--- config.mk ---
export PLATFORM = sky130hd
export DESIGN_NAME = control_sequencer
export DESIGN_NICKNAME = d
export VERILOG_FILES = /design/src/rtl/control_sequencer_pkg.sv /design/src/rtl/control_sequencer_control_decode.sv /design/src/rtl/control_sequencer.sv
export SDC_FILE = /design/constraint.sdc
export NUM_CORES = 1
export LEC_CHECK = 0
export CAP_MARGIN = 0
export CORE_MARGIN = 4
export CORE_UTILIZATION = 40
export DETAILED_ROUTE_END_ITERATION = 12
export PLACE_DENSITY_LB_ADDON = 0.2
export REMOVE_ABC_BUFFERS = 1
export SYNTH_ARGS = -nofsm -noshare
export SYNTH_HDL_FRONTEND = slang
export SYNTH_SLANG_ARGS = --single-unit
--- constraint.sdc ---
create_clock -name i_clk -period 5.4 [get_ports i_clk]
set_clock_uncertainty 0.15 [all_clocks]
set_input_delay 0.54 -clock i_clk [delete_from_list [all_inputs] [get_ports i_clk]]
set_output_delay 0.54 -clock i_clk [all_outputs]
set_load 0.05 [all_outputs]
--- src/rtl/control_sequencer_pkg.sv ---
// Shared constants for the control sequencer: opcodes, T-state encodings,
// the control word layout and the last T-state of each opcode.
package control_sequencer_pkg;

    localparam logic [2:0] T0 = 3'd0;
    localparam logic [2:0] T1 = 3'd1;
    localparam logic [2:0] T2 = 3'd2;
    localparam logic [2:0] T3 = 3'd3;
    localparam logic [2:0] T4 = 3'd4;

    localparam logic [3:0] OP_LDA = 4'h0;
    localparam logic [3:0] OP_ADD = 4'h1;
    localparam logic [3:0] OP_SUB = 4'h2;
    localparam logic [3:0] OP_LDI = 4'h5;
    localparam logic [3:0] OP_JMP = 4'h6;
    localparam logic [3:0] OP_OUT = 4'hE;
    localparam logic [3:0] OP_HLT = 4'hF;

    typedef struct packed {
        logic a_reg_out;
        logic b_reg_out;
        logic alu_out;
        logic ram_out;
        logic ir_out;
        logic pc_out;
        logic mar_in;
        logic ir_in;
        logic a_in;
        logic b_in;
        logic out_in;
        logic pc_inc;
        logic pc_load;
        logic alu_sub;
    } ctrl_word_t;

    // Unlisted opcodes behave as NOP and finish after the fetch (T1).
    function automatic logic [2:0] last_step(input logic [3:0] op);
        logic [2:0] last;
        case (op)
            OP_LDA:                         last = T3;
            OP_ADD, OP_SUB:                 last = T4;
            OP_LDI, OP_JMP, OP_OUT, OP_HLT: last = T2;
            default:                        last = T1;
        endcase
        return last;
    endfunction

endpackage

--- src/rtl/control_sequencer_control_decode.sv ---
// Purely combinational map from {halt, T-state, opcode} to the control word.
module control_decode
    import control_sequencer_pkg::*;
#(
    parameter int OPCODE_WIDTH = 4,
    parameter int T_WIDTH      = 3
) (
    input  logic                    halt,
    input  logic [T_WIDTH-1:0]      t_state,
    input  logic [OPCODE_WIDTH-1:0] opcode,
    output ctrl_word_t              ctrl
);

    logic [3:0] op;
    logic [2:0] t;

    always_comb begin
        ctrl = '0;
        op   = 4'(opcode);
        t    = 3'(t_state);
        if (!halt) begin
            case (t)
                T0: begin
                    ctrl.pc_out = 1'b1;
                    ctrl.mar_in = 1'b1;
                end
                T1: begin
                    ctrl.ram_out = 1'b1;
                    ctrl.ir_in   = 1'b1;
                    ctrl.pc_inc  = 1'b1;
                end
                default: begin
                    case (op)
                        OP_LDA: begin
                            if (t == T2) begin
                                ctrl.ir_out = 1'b1;
                                ctrl.mar_in = 1'b1;
                            end else if (t == T3) begin
                                ctrl.ram_out = 1'b1;
                                ctrl.a_in    = 1'b1;
                            end
                        end
                        OP_ADD, OP_SUB: begin
                            if (t == T2) begin
                                ctrl.ir_out = 1'b1;
                                ctrl.mar_in = 1'b1;
                            end else if (t == T3) begin
                                ctrl.ram_out = 1'b1;
                                ctrl.b_in    = 1'b1;
                            end else if (t == T4) begin
                                ctrl.alu_out = 1'b1;
                                ctrl.a_in    = 1'b1;
                                ctrl.alu_sub = (op == OP_SUB);
                            end
                        end
                        OP_LDI: begin
                            if (t == T2) begin
                                ctrl.ir_out = 1'b1;
                                ctrl.a_in   = 1'b1;
                            end
                        end
                        OP_JMP: begin
                            if (t == T2) begin
                                ctrl.ir_out  = 1'b1;
                                ctrl.pc_load = 1'b1;
                            end
                        end
                        OP_OUT: begin
                            if (t == T2) begin
                                ctrl.a_reg_out = 1'b1;
                                ctrl.out_in    = 1'b1;
                            end
                        end
                        default: ;
                    endcase
                end
            endcase
        end
    end

endmodule

--- src/rtl/control_sequencer.sv ---
// Instruction control sequencer: T-state counter, opcode latch and sticky halt,
// with all control outputs decoded from registered state (Moore).
//
// state | meaning
// T0    | fetch address: PC onto bus, load MAR
// T1    | fetch: RAM into IR, increment PC; NOP ends here
// T2    | execute step 1 (HLT sets halt at its end and freezes here)
// T3    | execute step 2 (LDA last step)
// T4    | execute step 3 (ADD/SUB last step)
module control_sequencer
    import control_sequencer_pkg::*;
#(
    parameter int OPCODE_WIDTH = 4,
    parameter int T_WIDTH      = 3
) (
    input  logic                    i_clk,
    input  logic                    i_reset_n,
    input  logic                    i_step,
    input  logic [OPCODE_WIDTH-1:0] i_opcode,
    output logic                    o_a_reg_out,
    output logic                    o_b_reg_out,
    output logic                    o_alu_out,
    output logic                    o_ram_out,
    output logic                    o_instruction_reg_out,
    output logic                    o_program_counter_out,
    output logic                    o_mar_in,
    output logic                    o_ir_in,
    output logic                    o_a_in,
    output logic                    o_b_in,
    output logic                    o_out_in,
    output logic                    o_pc_inc,
    output logic                    o_pc_load,
    output logic                    o_alu_sub,
    output logic                    o_halt,
    output logic [T_WIDTH-1:0]      o_t_state
);

    logic [T_WIDTH-1:0]      t_state_q, t_state_d;
    logic                    halt_q, halt_d;
    logic [OPCODE_WIDTH-1:0] opcode_q, opcode_d;
    logic [OPCODE_WIDTH-1:0] opcode_eff;
    logic [2:0]              last_t;
    logic                    step_en;
    ctrl_word_t              ctrl;

    // During T1 the IR is being loaded, so the end-of-fetch decision (NOP or not)
    // has to look at the incoming opcode rather than the latched one.
    always_comb begin
        step_en    = i_step & ~halt_q;
        opcode_eff = (t_state_q == T_WIDTH'(T1)) ? i_opcode : opcode_q;
        last_t     = last_step(4'(opcode_eff));
        t_state_d  = t_state_q;
        halt_d     = halt_q;
        opcode_d   = opcode_q;
        if (step_en) begin
            if (t_state_q == T_WIDTH'(T1)) begin
                opcode_d = i_opcode;
            end
            if (t_state_q >= T_WIDTH'(last_t)) begin
                if (4'(opcode_eff) == OP_HLT) begin
                    halt_d = 1'b1;
                end else begin
                    t_state_d = '0;
                end
            end else begin
                t_state_d = t_state_q + T_WIDTH'(1);
            end
        end
    end

    always_ff @(posedge i_clk or negedge i_reset_n) begin
        if (!i_reset_n) begin
            t_state_q <= '0;
            halt_q    <= 1'b0;
            opcode_q  <= '0;
        end else begin
            t_state_q <= t_state_d;
            halt_q    <= halt_d;
            opcode_q  <= opcode_d;
        end
    end

    control_decode #(
        .OPCODE_WIDTH(OPCODE_WIDTH),
        .T_WIDTH     (T_WIDTH)
    ) u_control_decode (
        .halt   (halt_q),
        .t_state(t_state_q),
        .opcode (opcode_q),
        .ctrl   (ctrl)
    );

    assign o_a_reg_out           = ctrl.a_reg_out;
    assign o_b_reg_out           = ctrl.b_reg_out;
    assign o_alu_out             = ctrl.alu_out;
    assign o_ram_out             = ctrl.ram_out;
    assign o_instruction_reg_out = ctrl.ir_out;
    assign o_program_counter_out = ctrl.pc_out;
    assign o_mar_in              = ctrl.mar_in;
    assign o_ir_in               = ctrl.ir_in;
    assign o_a_in                = ctrl.a_in;
    assign o_b_in                = ctrl.b_in;
    assign o_out_in              = ctrl.out_in;
    assign o_pc_inc              = ctrl.pc_inc;
    assign o_pc_load             = ctrl.pc_load;
    assign o_alu_sub             = ctrl.alu_sub;
    assign o_halt                = halt_q;
    assign o_t_state             = t_state_q;

endmodule

Yosys cells after proc, flatten, opt, wreduce, memory -nomap -nowiden
Index checks and enable logic that the tools add are counted.

Magnitude comparators: 1. Bitwise logic cells: 2. Multiplexer cells: 33. Multiply operators: 0. Reductions and logical operators: 11. Add/sub/neg operators: 1. Div/mod/pow operators: 0. Shifts and indexed selects: 0. Equality and inequality tests: 16.

Operator list (count): 1-bit two-way mux (21); 4-bit by 3-bit == test with 1-bit output, second input constant (4); 4-bit == test, second input constant (3); 12-bit two-way mux (1); 3-bit two-way mux (3); 3-bit one-hot mux with 3 select lines (1); 4-bit by 1-bit == test with 1-bit output, second input constant (2); 4-bit by 2-bit == test with 1-bit output, second input constant (2); 4-bit logical NOT (2); 3-bit by 2-bit == test with 1-bit output, second input constant (2); 1-bit one-hot mux with 2 select lines (3); 2-bit OR reduction (3); 5-bit OR reduction (1); 2-bit two-way mux (2); 4-bit two-way mux (1); 4-bit OR reduction (1); 3-bit by 1-bit adder with 3-bit output, second input constant (1); 3-bit by 1-bit == test with 1-bit output, second input constant (1); 3-bit == test, second input constant (1); 3-bit greater-or-equal comparator (1); 3-bit logical NOT (1); 1-bit one-hot mux with 3 select lines (1); 3-bit AND reduction (1); 3-bit OR reduction (1); other kinds (4) (4).

ROM bits: 0. Memories kept: 0. Output and inout bits: 18. Latch bits: 0. Word-level logic and storage cells: 67. Register bits: 8. Memory bits (writable): 0.

Longest topological paths before layout
Depth after elaboration: 8. Gate-level depth with buffers: 12.

Cells and area by module
From an unflattened synthesis, not the netlist that was laid out.

Cell total of the unflattened synthesis: 96. Area, all modules: 833.3 µm².

By module, submodules not included: control_sequencer (area an instance 578.1 µm², instances 1, cells an instance 57, sequential area each 200.2 µm²); control_decode (area an instance 255.2 µm², instances 1, cells an instance 39, sequential area each 0.0 µm²).

Worst setup path before layout
Ideal clock, no wire load.

Path kind: register to output. Start point: register t_state_q[1] (netlist: o_t_state[1]). End point: output port o_out_in. Stages on the path, launching flop included: 7. Buffers on the path: 1. Path slack: 1.760 ns. Data arrival time: 2.950 ns. Cell sequence: dfrtp_1 -> inv_1 -> ha_1 -> nor4b_2 -> nand2b_1 -> nor3_1 -> buf_4.

Longest elaborated chain between the ends: 5. Elaborated cells on any way between the ends: 8. Classes of those cells: 2 x eq/ne; 4 x mux; 2 x reduce/logical.

Ends and longest elaborated chain: from (decl) (line control_sequencer.sv:38) `logic [T_WIDTH-1:0] t_state_q, t_state_d;`; from (signal assigned) (line control_sequencer.sv:77) `t_state_q <= t_state_d;`; 3-bit by 2-bit == test with 1-bit output (line control_sequencer_control_decode.sv:69) `if (t == T2) begin`; 1-bit two-way mux (line control_sequencer_control_decode.sv:69); 1-bit two-way mux (line control_sequencer_control_decode.sv:33) `case (op)`; 3-bit two-way mux * (line control_sequencer_control_decode.sv:22) `case (t)`; 12-bit two-way mux * (line control_sequencer_control_decode.sv:21) `if (!halt) begin`; to (decl) (line control_sequencer.sv:30) `output logic o_out_in,`.

Mark *: on every way between the ends. The rest lies on a longest branch, timed or not.

Final worst setup path
Start point: register t_state_q[0] (netlist: o_t_state[0]). End point: output port o_a_reg_out.

Longest elaborated chain between the ends: 5. Elaborated cells on any way between the ends: 8. Classes of those cells: 2 x eq/ne; 4 x mux; 2 x reduce/logical.

Ends and longest elaborated chain: 3-bit by 2-bit == test with 1-bit output (line control_sequencer_control_decode.sv:69); 1-bit two-way mux (line control_sequencer_control_decode.sv:69); 1-bit two-way mux (line control_sequencer_control_decode.sv:33); 1-bit two-way mux * (line control_sequencer_control_decode.sv:22); 1-bit two-way mux * (line control_sequencer_control_decode.sv:21); to (decl) (line control_sequencer.sv:20) `output logic o_a_reg_out,`.

Marks and branches as above.

==> reports/metrics.cfg <==
[outcome]
status=finished, final reports clean

[critical_path]
crit_path_cell_trace=inv_1, ha_1, nor4b_2, nand2b_1, nor3_1, clkdlybuf4s50_1
end_kind=output port
required_ns=4.71
worstPathArrival_ns=2.58
reg2reg_from=o_t_state[1]$_DFFE_PN0P_
slowest_delay_ns=0.84
cp_max_fo=5
r2r_cells=11
worstSetupPathType=register to output port
r2r-end=o_t_state[1]$_DFFE_PN0P_
start_kind=register
reg2reg_slack_ns=2.20
critPathTopFamily=buffers and inverters
crit_buf_inv=2
crit_slowest_cell=clkdlybuf4s50_1

[sta]
max_slew_margin_pct=52.1
fin_crit_sh_pct=60.6
tns_ns=0
slew_viol_final=0
worst_pin_slew_ns=0.717
hold_viol=0
hold_ws_ns=0.422
rsz0062_at_grt=false
clock.fmax_mhz=305
setup_viol=0
min_period_ns=3.27

[detailed_routing]
drt_iter0_markers=12
viasPerCell=5.42
wl_um=1930
vias=802
dr.pass1.iters=4
drc=0
ant_nets=0
routedWlPerCell_um=13.1

[logic_synthesis]
synth_xor_area_share_pct=3.74
synth-seq-cells=8
synth_mux_area_share_pct=8.42
synth_compound_area_share_pct=17.8
synth_area_per_cell_sq_um=9.00
synthesis.area_sq_um=936
ys_warn_count=0
ys_types=46
ys_seq_area_share_pct=21.4
synth_cells=104
synthAdderAreaFrac_pct=10.7
synth_top_family_by_area=simple AND/OR/NAND/NOR gates
yosys.area_share.simple_pct=27.7

[die]
die_h_um=56.4
core_sq_um=2210
fp-row-count=17
design.die.area_sq_um=3180
ios=25
initial_core_util_pct=42.3
die_w_um=56.4

[clock_tree]
cts_buffers=3
cts.sinks=8
cts_root_buf=clkbuf_4
path_clk_slew_ns=0.04
cts_resized=0
cts_tree=yes
postCtsHoldBufs=0
postCtsSetupRepairBufs=0
cts.path.max_buffers=2
htreeDepth=1
insertion_delay_ns=0.24

[layout]
stdcell_area_sq_um=1150
nNetsFinal=137
antenna_cells=0
drive_above_1_share_pct=13.3
area_growth_pct=22.9

[pwr]
p_per_area_nw_per_um2=610
report.power.total_mw=0.701
peakVddDrop_uv=312
leakagePower_nw=0.448

[grt]
grt_pass1_wl_um=3370
grt_overflow=0
grt_max_degree=13
grt_pass1_vias=770
grt_util_all_layers_pct=12.9
antenna_found_initial=0

[place]
routabilityCongestion=0.768
postPlaceCellArea_sq_um=1130
dpl.hpwl_um=1600
io_buffers=23

[hold_path]
hold_class=primary input to async pin

[flow_run]
max_cap_violations=0

worst reg2reg max path, delay by kind of cell (launching register included):
family          cells  cell delay, ns
compound gates      4            0.86
fa+ha+maj           2            0.54
simple gates        2            0.45
flops               1            0.44
mux                 1            0.37
xor+xnor            1            0.18
buf+inv             1            0.11
through the flow:
step	utilization [%]	setup slack, ns	std cells
finish	52.0	2.13	148
global route	52.0	1.87	148
CTS	52.0	2.09	148
detailed placement	51.0	2.18	145
global placement	51.0	2.17	145
floorplan	-	1.20	94
sequential cells by signal (all words and copies together), names as in the netlist:
name       count
opcode_q       4
o_t_state      3
o_halt         1
power by group:
part	switching [mW]	total [mW]	leakage [nW]	internal (mW)
Clock	0.0158	0.0409	0.0138	0.0251
Sequential	0.0693	0.155	0.0921	0.0859
Combinational	0.294	0.505	0.343	0.211
Yosys cell counts, drive strengths merged:
cell type,n,area (sq um)
and3b,1,8.76
nand2b,5,38.8
o21ai,3,15.0
nor2,7,31.3
a2bb2oi,1,15.0
inv,5,18.8
o211a,1,10.0
nor4,2,12.5
nand2,6,22.5
xor2,2,17.5
nor4b,2,30.0
a21oi,4,20.0
o32a,1,10.0
o21bai,2,15.0
and2,2,12.5
a221o,1,10.0
a21o,2,15.0
o2bb2ai,1,8.76
conb,1,3.75
nor3b,1,7.51
ha,8,100
dfrtp,8,200
buf,10,73.8
a31o,1,8.76
o21a,1,7.51
mux2i,4,52.6
nor3,6,40.0
a31oi,2,12.5
nor2b,2,20.0
a32o,1,10.0
nand3b,1,7.51
nand4,2,12.5
xnor2,2,17.5
nand3,3,15.0
mux2,2,26.3
a32oi,1,8.76
placed cells by master (no fill, tap or decap), drive strengths merged, types with 2 or more instances in the layout:
cell type       n
mux2            2
clkdlybuf4s50  23
nor3            6
a21o            2
dfrtp           8
nand2b          5
nor2b           2
ha              8
xnor2           2
o21bai          2
inv             5
nand4           2
and2            2
nand3           3
nor4            2
nor2            7
o21ai           3
xor2            2
nor4b           2
a31oi           2
nand2           6
a21oi           4
mux2i           4
clkbuf          3
kinds of logic (layout without fill, tap and decap cells):
family / count (synthesis) / after routing
flip-flops: 8 / 8
buffers and inverters: 15 / 31
AND/OR/NAND/NOR: 40 / 40
AO/OA/AOI/OAI: 22 / 22
other: 1 / 1
XOR/XNOR: 4 / 4
adder cells (fa/ha/maj): 8 / 8
multiplexers: 6 / 6
cell type report:
cell class	count	area [sq um]
clock buffers	3	22.5
inverters	5	18.8
fillers	219	1060
well taps	28	35.0
multi-input cells	81	643
flip-flops and latches	8	200
repair buffers	23	230
routing by layer:
layer / track usage, % / vias up / wire length (um)
met5: 0 / - / 0
met4: 5.08 / 0 / 34
met3: 2.07 / 4 / 86
met2: 22.9 / 18 / 966
met1: 15.5 / 370 / 846
li1: - / 410 / -
worst max path at each step:
stage	start	endpoint	slack (ns)	cells past startpoint
after global routing	o_t_state[1]$_DFFE_PN0P_	o_t_state[1]$_DFFE_PN0P_	1.87	11
final	o_t_state[0]$_DFFE_PN0P_	o_a_reg_out	2.13	6
after detailed placement	o_t_state[1]$_DFFE_PN0P_	o_t_state[1]$_DFFE_PN0P_	2.18	11
after CTS	o_t_state[0]$_DFFE_PN0P_	o_a_reg_out	2.09	6
after floorplan	o_t_state[1]$_DFFE_PN0P_	o_a_reg_out	1.20	5
after global placement	o_t_state[1]$_DFFE_PN0P_	o_t_state[1]$_DFFE_PN0P_	2.17	11
(Power assumes the default switching activity.)
